File: config.mk
export PLATFORM = sky130hd
export DESIGN_NAME = instr_fetch
export DESIGN_NICKNAME = d
export VERILOG_FILES = /design/src/rtl/instr_fetch.sv
export SDC_FILE = /design/constraint.sdc
export NUM_CORES = 1
export LEC_CHECK = 0
export CORE_MARGIN = 5
export CORE_UTILIZATION = 44
export DETAILED_ROUTE_END_ITERATION = 16
export GPL_TIMING_DRIVEN = 0
export PLACE_DENSITY_LB_ADDON = 0.1
export SYNTH_ARGS = -nofsm -noshare
export SYNTH_HDL_FRONTEND = slang
export SYNTH_SLANG_ARGS = --single-unit
export TNS_END_PERCENT = 30
File: constraint.sdc
create_clock -name clk -period 2.6 [get_ports clk]
set_input_delay 0.65 -clock clk [delete_from_list [all_inputs] [get_ports clk]]
set_output_delay 0.65 -clock clk [all_outputs]
set_load 0.01 [all_outputs]
File: src/rtl/instr_fetch.sv
// instr_fetch: PC owner issuing one-outstanding imem reads and presenting {PC, Instr} pairs with redirect/kill handling
module instr_fetch #(
    parameter int              XLEN     = 32,
    parameter logic [XLEN-1:0] RESET_PC = '0
) (
    input  logic            clk,
    input  logic            reset,
    output logic            imem_req_valid,
    input  logic            imem_req_ready,
    output logic [XLEN-1:0] imem_addr,
    input  logic            imem_rsp_valid,
    input  logic [XLEN-1:0] imem_rdata,
    output logic [XLEN-1:0] PC,
    output logic [XLEN-1:0] Instr,
    output logic            instr_valid,
    input  logic            instr_ready,
    input  logic            redirect_valid,
    input  logic [XLEN-1:0] redirect_pc
);
    typedef enum logic [1:0] {S_REQ, S_WAIT, S_HOLD} state_t;
    state_t          state_q, state_d;
    logic [XLEN-1:0] fetch_pc_q, fetch_pc_d, pc_q, pc_d, instr_q, instr_d, redir;
    logic            kill_q, kill_d, valid_q, valid_d, req_q, req_d, hs;
    assign redir          = redirect_pc & ~XLEN'(3);
    assign hs             = req_q && imem_req_ready;
    assign imem_req_valid = req_q;
    assign imem_addr      = fetch_pc_q;
    assign PC             = pc_q;
    assign Instr          = instr_q;
    assign instr_valid    = valid_q;
    always_comb begin
        state_d    = state_q;
        fetch_pc_d = fetch_pc_q;
        kill_d     = kill_q;
        pc_d       = pc_q;
        instr_d    = instr_q;
        valid_d    = valid_q;
        case (state_q)
            S_REQ: begin
                fetch_pc_d = redirect_valid ? redir : fetch_pc_q;
                state_d    = hs ? S_WAIT : S_REQ;
                kill_d     = hs && redirect_valid;
            end
            S_WAIT: begin
                fetch_pc_d = redirect_valid ? redir : fetch_pc_q;
                if (imem_rsp_valid) begin
                    kill_d  = 1'b0;
                    state_d = (kill_q || redirect_valid) ? S_REQ : S_HOLD;
                    valid_d = !(kill_q || redirect_valid);
                    pc_d    = valid_d ? fetch_pc_q : pc_q;
                    instr_d = valid_d ? imem_rdata : instr_q;
                end else begin
                    kill_d = kill_q || redirect_valid;
                end
            end
            S_HOLD: begin
                if (redirect_valid || instr_ready) begin
                    valid_d    = 1'b0;
                    state_d    = S_REQ;
                    fetch_pc_d = redirect_valid ? redir : fetch_pc_q + XLEN'(4);
                end
            end
            default: state_d = S_REQ;
        endcase
        // request flop tracks the next state so imem_req_valid is a pure register output
        req_d = (state_d == S_REQ);
    end
    always_ff @(posedge clk) begin
        if (reset) begin
            state_q    <= S_REQ;
            fetch_pc_q <= RESET_PC;
            kill_q     <= 1'b0;
            pc_q       <= RESET_PC;
            instr_q    <= XLEN'(32'h0000_0013);
            valid_q    <= 1'b0;
            req_q      <= 1'b0;
        end else begin
            state_q    <= state_d;
            fetch_pc_q <= fetch_pc_d;
            kill_q     <= kill_d;
            pc_q       <= pc_d;
            instr_q    <= instr_d;
            valid_q    <= valid_d;
            req_q      <= req_d;
        end
    end
endmodule

==> out/qor.yml, run 1 <==
cells_and_area:
  antenna_cells: 0
  area_growth_pct: 45.9
  design_area_mm2: 0.00638
  fillCellCount: 900
  fin_nets: 811
  fin_cells: 878
  drive_gt1_frac: 0.0671
drt:
  post_drt_wl_per_cell_um: 16.7
  ant_nets: 0
  drt-pass1-iter-count: 7
  totalWireLength_um: 14600
  via_per_inst: 5.51
  vias: 4834
  first_iter_violations: 430
  drc: 0
setup_path:
  crit_slowest_cell: "clkdlybuf4s50_1"
  critPathCaptureType: "register"
  worst-path-max-fanout: 10
  worstSetupPathType: "input port to register"
  worstPathCellList: "clkdlybuf4s50_1 > a21oi_1 > a21oi_2 > nand3_1 > or4_1 > a31oi_1"
  critPathMaxStageDelay_ns: 0.60
  arrival_ns: 2.79
  start_kind: "input port"
  worst_ep_required_time_ns: 2.89
flow_run:
  max-cap-violations: 0
yosys:
  synth_edf_count: 0
  netlist.top_cell.by_area: "dfxtp_1"
  postSynthAreaPerCell_um2: 7.72
  synth_seq_cells: 97
  yosys_warnings: 0
  async_flop_share: 0
  netlist.area_leader.share: 0.444
  netlist_instances: 566
  ys_seq_area_frac: 0.444
  synth_ff_type: "dfxtp_1"
  synth_area_mm2: 0.00437
  synth_area_leaders: "dfxtp_1 (44%), nand2_1 (14%), a21oi_1 (10%)"
  ys_types: 56
placement:
  dp.cells: 862
  port_buffers: 160
  gp_congestion: 0.876
  place_area_mm2: 0.00615
  hpwl_um: 10800
power:
  p_leak_nw: 2.22
  p_clk_frac: 0.348
  p_total_w: 0.00306
  power.switching_w: 0.000769
  peakVddDrop_mv: 0.258
  intPower_w: 0.00229
  p_seq_frac: 0.519
  power.density_mw_per_mm2: 480
  switching_share: 0.251
  comb_power_share: 0.133
timing:
  tightest_slew_ns: 0.675
  clock.fmax_mhz: 401
  hold_viol: 0
  setup-tns-final_ns: 0
  report.final.slew_viol_count: 0
  fin_crit_ns: 2.49
  slew-limit-headroom: 0.549
  finalClockSkew_ns: 0.0115
  rsz0062_at_grt: "true"
  finalCritPeriodShare: 0.960
  setup_viol: 0
clock_tree:
  cts_setup_buffers: 0
  clockRootBuffer: "clkbuf_8"
  cts_tree: "yes"
  path_clk_slew_ns: 0.09
  cts-buffers-inserted: 9
  cts_max_level: 3
  cts_buffer_depth: 2
  clk_latency_ns: 0.37
  cts_sinks: 97
global_route:
  grt_overflow: 0
  grt_pass1_vias: 4629
  grt_max_degree: 16
  grt_pass1_wl_um: 23200
  antenna_found_initial: 0
  grt_usage: 0.247
die:
  die_height_um: 110
  io_pins: 168
  rows: 36
  die_area_mm2: 0.0120
  fp.dieW_um: 110
  coreArea_mm2: 0.00973
  floorplan.initialDensity: 0.449
worst_hold_path:
  hp-class: "register to register"
outcome:
  status: "completed"
## through the flow
stage	util	setup slack, ns	hold WS [ns]
global route	0.656	-0.0309	0.475
detailed placement	0.632	-0.414	0.446
floorplan	-	0.590	0.446
finish	0.656	0.105	0.456
global placement	0.632	-0.403	0.441
CTS	0.655	0.00540	0.459
## final cells by class
type	instances	area [µm²]	share of cell area
sequential	97	1940	0.304
clock inverter	5	80.1	0.0126
clock buffer	11	131	0.0206
tap	133	166	0.0261
multi-input combinational	420	2230	0.349
buffer	47	213	0.0333
inverter	5	18.8	0.00294
timing repair buffer	160	1600	0.251
## power by group through the flow
stage | Sequential (W) | Combinational (W) | Clock (W)
2_1_floorplan | 0.00163 | 0.000151 | 0
3_3_place_gp | 0.00162 | 0.000397 | 0
3_5_place_dp | 0.00162 | 0.000402 | 0
4_1_cts | 0.00159 | 0.000406 | 0.00108
5_1_grt | 0.00160 | 0.000440 | 0.00115
6_report | 0.00159 | 0.000407 | 0.00107
## critical path, delay by kind of cell
kind	cells	cell delay [ns]
AND/OR/NAND/NOR	2	0.74
buffers and inverters	1	0.60
AO/OA/AOI/OAI	3	0.79
## registers in the layout (all words and copies together), names as in the netlist
| name | cells |
|---|---|
| kill_q | 1 |
| instr_valid | 1 |
| Instr | 32 |
| imem_addr | 30 |
| state_q | 2 |
| PC | 30 |
| imem_req_valid | 1 |
## cell usage after synthesis, drive strengths merged (6+ instances only)
cell type / count
dfxtp: 97
nand4: 10
buf: 15
a31oi: 9
nand3: 17
o21ai: 16
and3: 7
o22ai: 6
nand2: 159
clkbuf: 32
nor3: 10
a21oi: 92
nor2: 18
## metal layers
| layer | up-vias | global-route usage | share of wire |
|---|---|---|---|
| met5 | - | 0 | 0 |
| met4 | 0 | 0.115 | 0.032 |
| met3 | 39 | 0.0464 | 0.073 |
| met2 | 206 | 0.407 | 0.48 |
| met1 | 2270 | 0.311 | 0.42 |
| li1 | 2319 | - | - |
## worst paths after layout
path / start / endpoint / slack [ns] / depth (start not counted)
setup reg to reg: imem_addr[2] / imem_addr[28] / 0.21 / 6
hold reg to reg: PC[3] / PC[3] / 0.46 / 2
hold / removal: PC[3] / PC[3] / 0.46 / 2
setup / recovery: instr_ready / imem_addr[31] / 0.11 / 6
## placed cells by master, fill, tap and decap left out, drive strengths merged, types with 2 or more instances in the layout
cell	instances
o22ai	6
clkinvlp	2
o21ai	16
a22o	2
nor4	3
clkbuf	43
buf	15
inv	5
o21a	3
o31a	4
a21oi	92
conb	4
nand4	10
a31oi	9
nand2b	3
or3	4
a21o	4
and4	2
o32ai	3
nor3b	5
bufinv	2
dfxtp	97
clkdlybuf4s50	160
and2	3
nor2	18
mux2i	4
nand3b	4
o221ai	2
a2bb2oi	2
and3	7
nor3	10
a211oi	3
o211ai	2
nand3	17
nand2	159
mux2	3
or4	4
a22oi	2
## what timing repair did
action | in CTS | in global routing
hold buffers | 0 | 0
gates cloned | 0 | 0
endpoints found under the setup margin | 2 | 60
gates resized for setup | 3 | 16
## kinds of logic (layout without fill, tap and decap cells)
group           count (synthesis)  count (layout)  share of synthesized area
flops                          97              97                      0.444
fa+ha+maj                       1               1                    0.00286
buf+inv                        52             228                     0.0504
compound gates                158             158                      0.213
simple gates                  250             250                      0.272
other cells                     1               4                   0.000858
mux                             7               7                     0.0169
No activity file was read; power rests on OpenSTA's default activity.
==> inputs of run 2 (changes only) <==
Settings changed: PLACE_DENSITY set to 0.91, PLACE_DENSITY_LB_ADDON 0.1 to unset.
==> out/qor.yml, run 2 (synthesis gave the netlist of run 1 again) <==
cells_and_area:
  drive_gt1_frac: 0.0659  # was 0.0671
  area_growth_pct: 45.6  # was 45.9%
  final_util: 0.654  # was 0.656
  layout_commonest_cell: "clkdlybuf4s50_1"  # unchanged
  final_cell_mix: "clkdlybuf4s50_1 (160), nand2_1 (159), dfxtp_1 (97), a21oi_1 (91), clkbuf_1 (25)"  # unchanged
  fin_nets: 810  # was 811
  antenna_cells: 0  # unchanged
  largest_reg_flops: 32  # unchanged
timing:
  tightest_slew_ns: 0.671  # was 0.675 ns
  fin_crit_ns: 2.49  # about the same
  finalCritPeriodShare: 0.958  # was 0.960
  slew-limit-headroom: 0.552  # was 0.549
  finalClockSkew_ns: 0.00804  # was 0.0115 ns
  whs_ns: 0.456  # about the same
  setup_ws_ns: 0.109  # was 0.105 ns
  report.final.slew_viol_count: 0  # unchanged
  hold_viol: 0  # unchanged
  setup_viol: 0  # unchanged
  clock.fmax_mhz: 402  # was 401 MHz
  rsz0062_at_grt: "false"  # was true
setup_path:
  worstPathCellList: "clkdlybuf4s50_1 > a21oi_1 > a21oi_2 > clkbuf_1 > o21ai_0 > a21oi_1 > nor2_1"  # was clkdlybuf4s50_1 > a21oi_1 > a21oi_2 > nand3_1 > or4_1 > a31oi_1
  critPathMaxStageDelay_ns: 0.62  # was 0.60 ns
  crit_slowest_cell: "clkdlybuf4s50_1"  # unchanged
  worst_ep_required_time_ns: 2.83  # was 2.89 ns
  arrival_ns: 2.72  # was 2.79 ns
  startpoint: "instr_ready"  # unchanged
  worstSetupPathType: "input port to register"  # unchanged
  start_kind: "input port"  # unchanged
  critPathCaptureType: "register"  # unchanged
  crit_path_frequent_cell: "a21oi_1"
  worst-path-max-fanout: 10  # unchanged
  reg2reg_from: "imem_addr[2]"  # unchanged
placement:
  gp_congestion: 0.920  # was 0.876
  hpwl_um: 11000  # was 10,800 µm
  dp_slack_ns: -0.368  # was -0.414 ns
  port_buffers: 160  # unchanged
power:
  p_total_w: 0.00302  # was 0.00306 W
  power.density_mw_per_mm2: 474  # was 480 mW/mm²
  p_leak_nw: 2.22  # about the same
  peakVddDrop_mv: 0.305  # was 0.258 mV
clock_tree:
  clk_latency_ns: 0.36  # was 0.37 ns
  cts_setup_buffers: 0  # unchanged
  clockRootBuffer: "clkbuf_8"  # unchanged
  path_clk_slew_ns: 0.09  # about the same
  cts_hold_buf: 0  # unchanged
  cts_max_level: 3  # unchanged
  cts_tree: "yes"  # unchanged
  cts_buffer_depth: 2  # unchanged
  cts_resized: 0  # was 3
  cts-buffers-inserted: 9  # unchanged
  cts_sinks: 97  # unchanged
global_route:
  antenna_found_initial: 0  # unchanged
  grt_overflow: 0  # unchanged
  grt_pass1_wl_um: 23300  # was 23,200 µm
  grt_pass1_vias: 4670  # was 4,629
  grt_usage: 0.245  # was 0.247
  grt_max_degree: 16  # unchanged
drt:
  ant_nets: 0  # unchanged
  first_iter_violations: 606  # was 430
  drc: 0  # unchanged
  via_per_inst: 5.60  # was 5.51
  vias: 4908  # was 4,834
  post_drt_wl_per_cell_um: 16.9  # was 16.7 µm
  totalWireLength_um: 14900  # was 14,600 µm
  drt-pass1-iter-count: 6  # was 7
worst_hold_path:
  worstHoldStart: "PC[6]"  # was PC[3]
  hp-class: "register to register"  # unchanged
die:
  die_area_mm2: 0.0120  # unchanged
  fp.dieW_um: 110  # unchanged
  floorplan.initialDensity: 0.449  # unchanged
  rows: 36  # unchanged
  coreArea_mm2: 0.00973  # unchanged
  die_height_um: 110  # unchanged
  io_pins: 168  # unchanged
flow_run:
  max-cap-violations: 0  # unchanged
outcome:
  status: "completed"  # unchanged
run 2: changes by cell type in the layout (fill, tap and decap cells not counted), sizes merged:
cell,before,now
clkbuf,43,42
clkinv,1,4
clkinvlp,2,0
bufinv,2,1
run 2: final cells by class:
cell class | count | area, µm²
repair buffers | 160 | 1600
clock buffers | 11 | 151
plain buffers | 46 | 205
fillers | 809 | 3360
flip-flops and latches | 97 | 1940
clock inverters | 5 | 53.8
well taps | 133 | 166
multi-input cells | 420 | 2230
inverters | 5 | 18.8
run 2: power by group:
group	internal (W)	total (W)	switching (W)
logic	0.000224	0.000410	0.000186
registers	0.00153	0.00159	0.0000631
clock network	0.000495	0.00102	0.000521
total	0.00225	0.00302	0.000770
run 2: worst max-delay path: cells and delay by family:
kind | cells | cell delay, ns
buf+inv | 2 | 1.08
compound gates | 4 | 0.94
simple gates | 1 | 0.06
run 2: path summary, 6_finish.rpt:
kind | end | depth (start not counted) | slack, ns
worst max-delay path | imem_addr[6] | 7 | 0.11
worst min-delay path | PC[6] | 2 | 0.46
worst max register to register | imem_addr[28] | 6 | 0.21
worst min register to register | PC[6] | 2 | 0.46
run 2: routing by layer:
metal  vias up  GRT usage  wire length, µm
li1       2320          -                -
met1      2264      0.311             5930
met2       279      0.415             7180
met3        45     0.0358             1300
met4         0      0.104              458
met5         -          0                0
run 2: per-stage QoR:
step	area (µm²)	setup TNS (ns)	instances
after floorplan	4380	0	569
after global placement	6150	-17.26	862
after detailed placement	6150	-24.98	862
after CTS	6360	0	878
after global routing	6360	0	877
final	6360	0	877
==> inputs of run 3 (changes only) <==
Settings changed: CAP_MARGIN set to 15.
==> results of run 3 <==
Same layout as run 2: the final DEF is identical, and so are final timing and power.
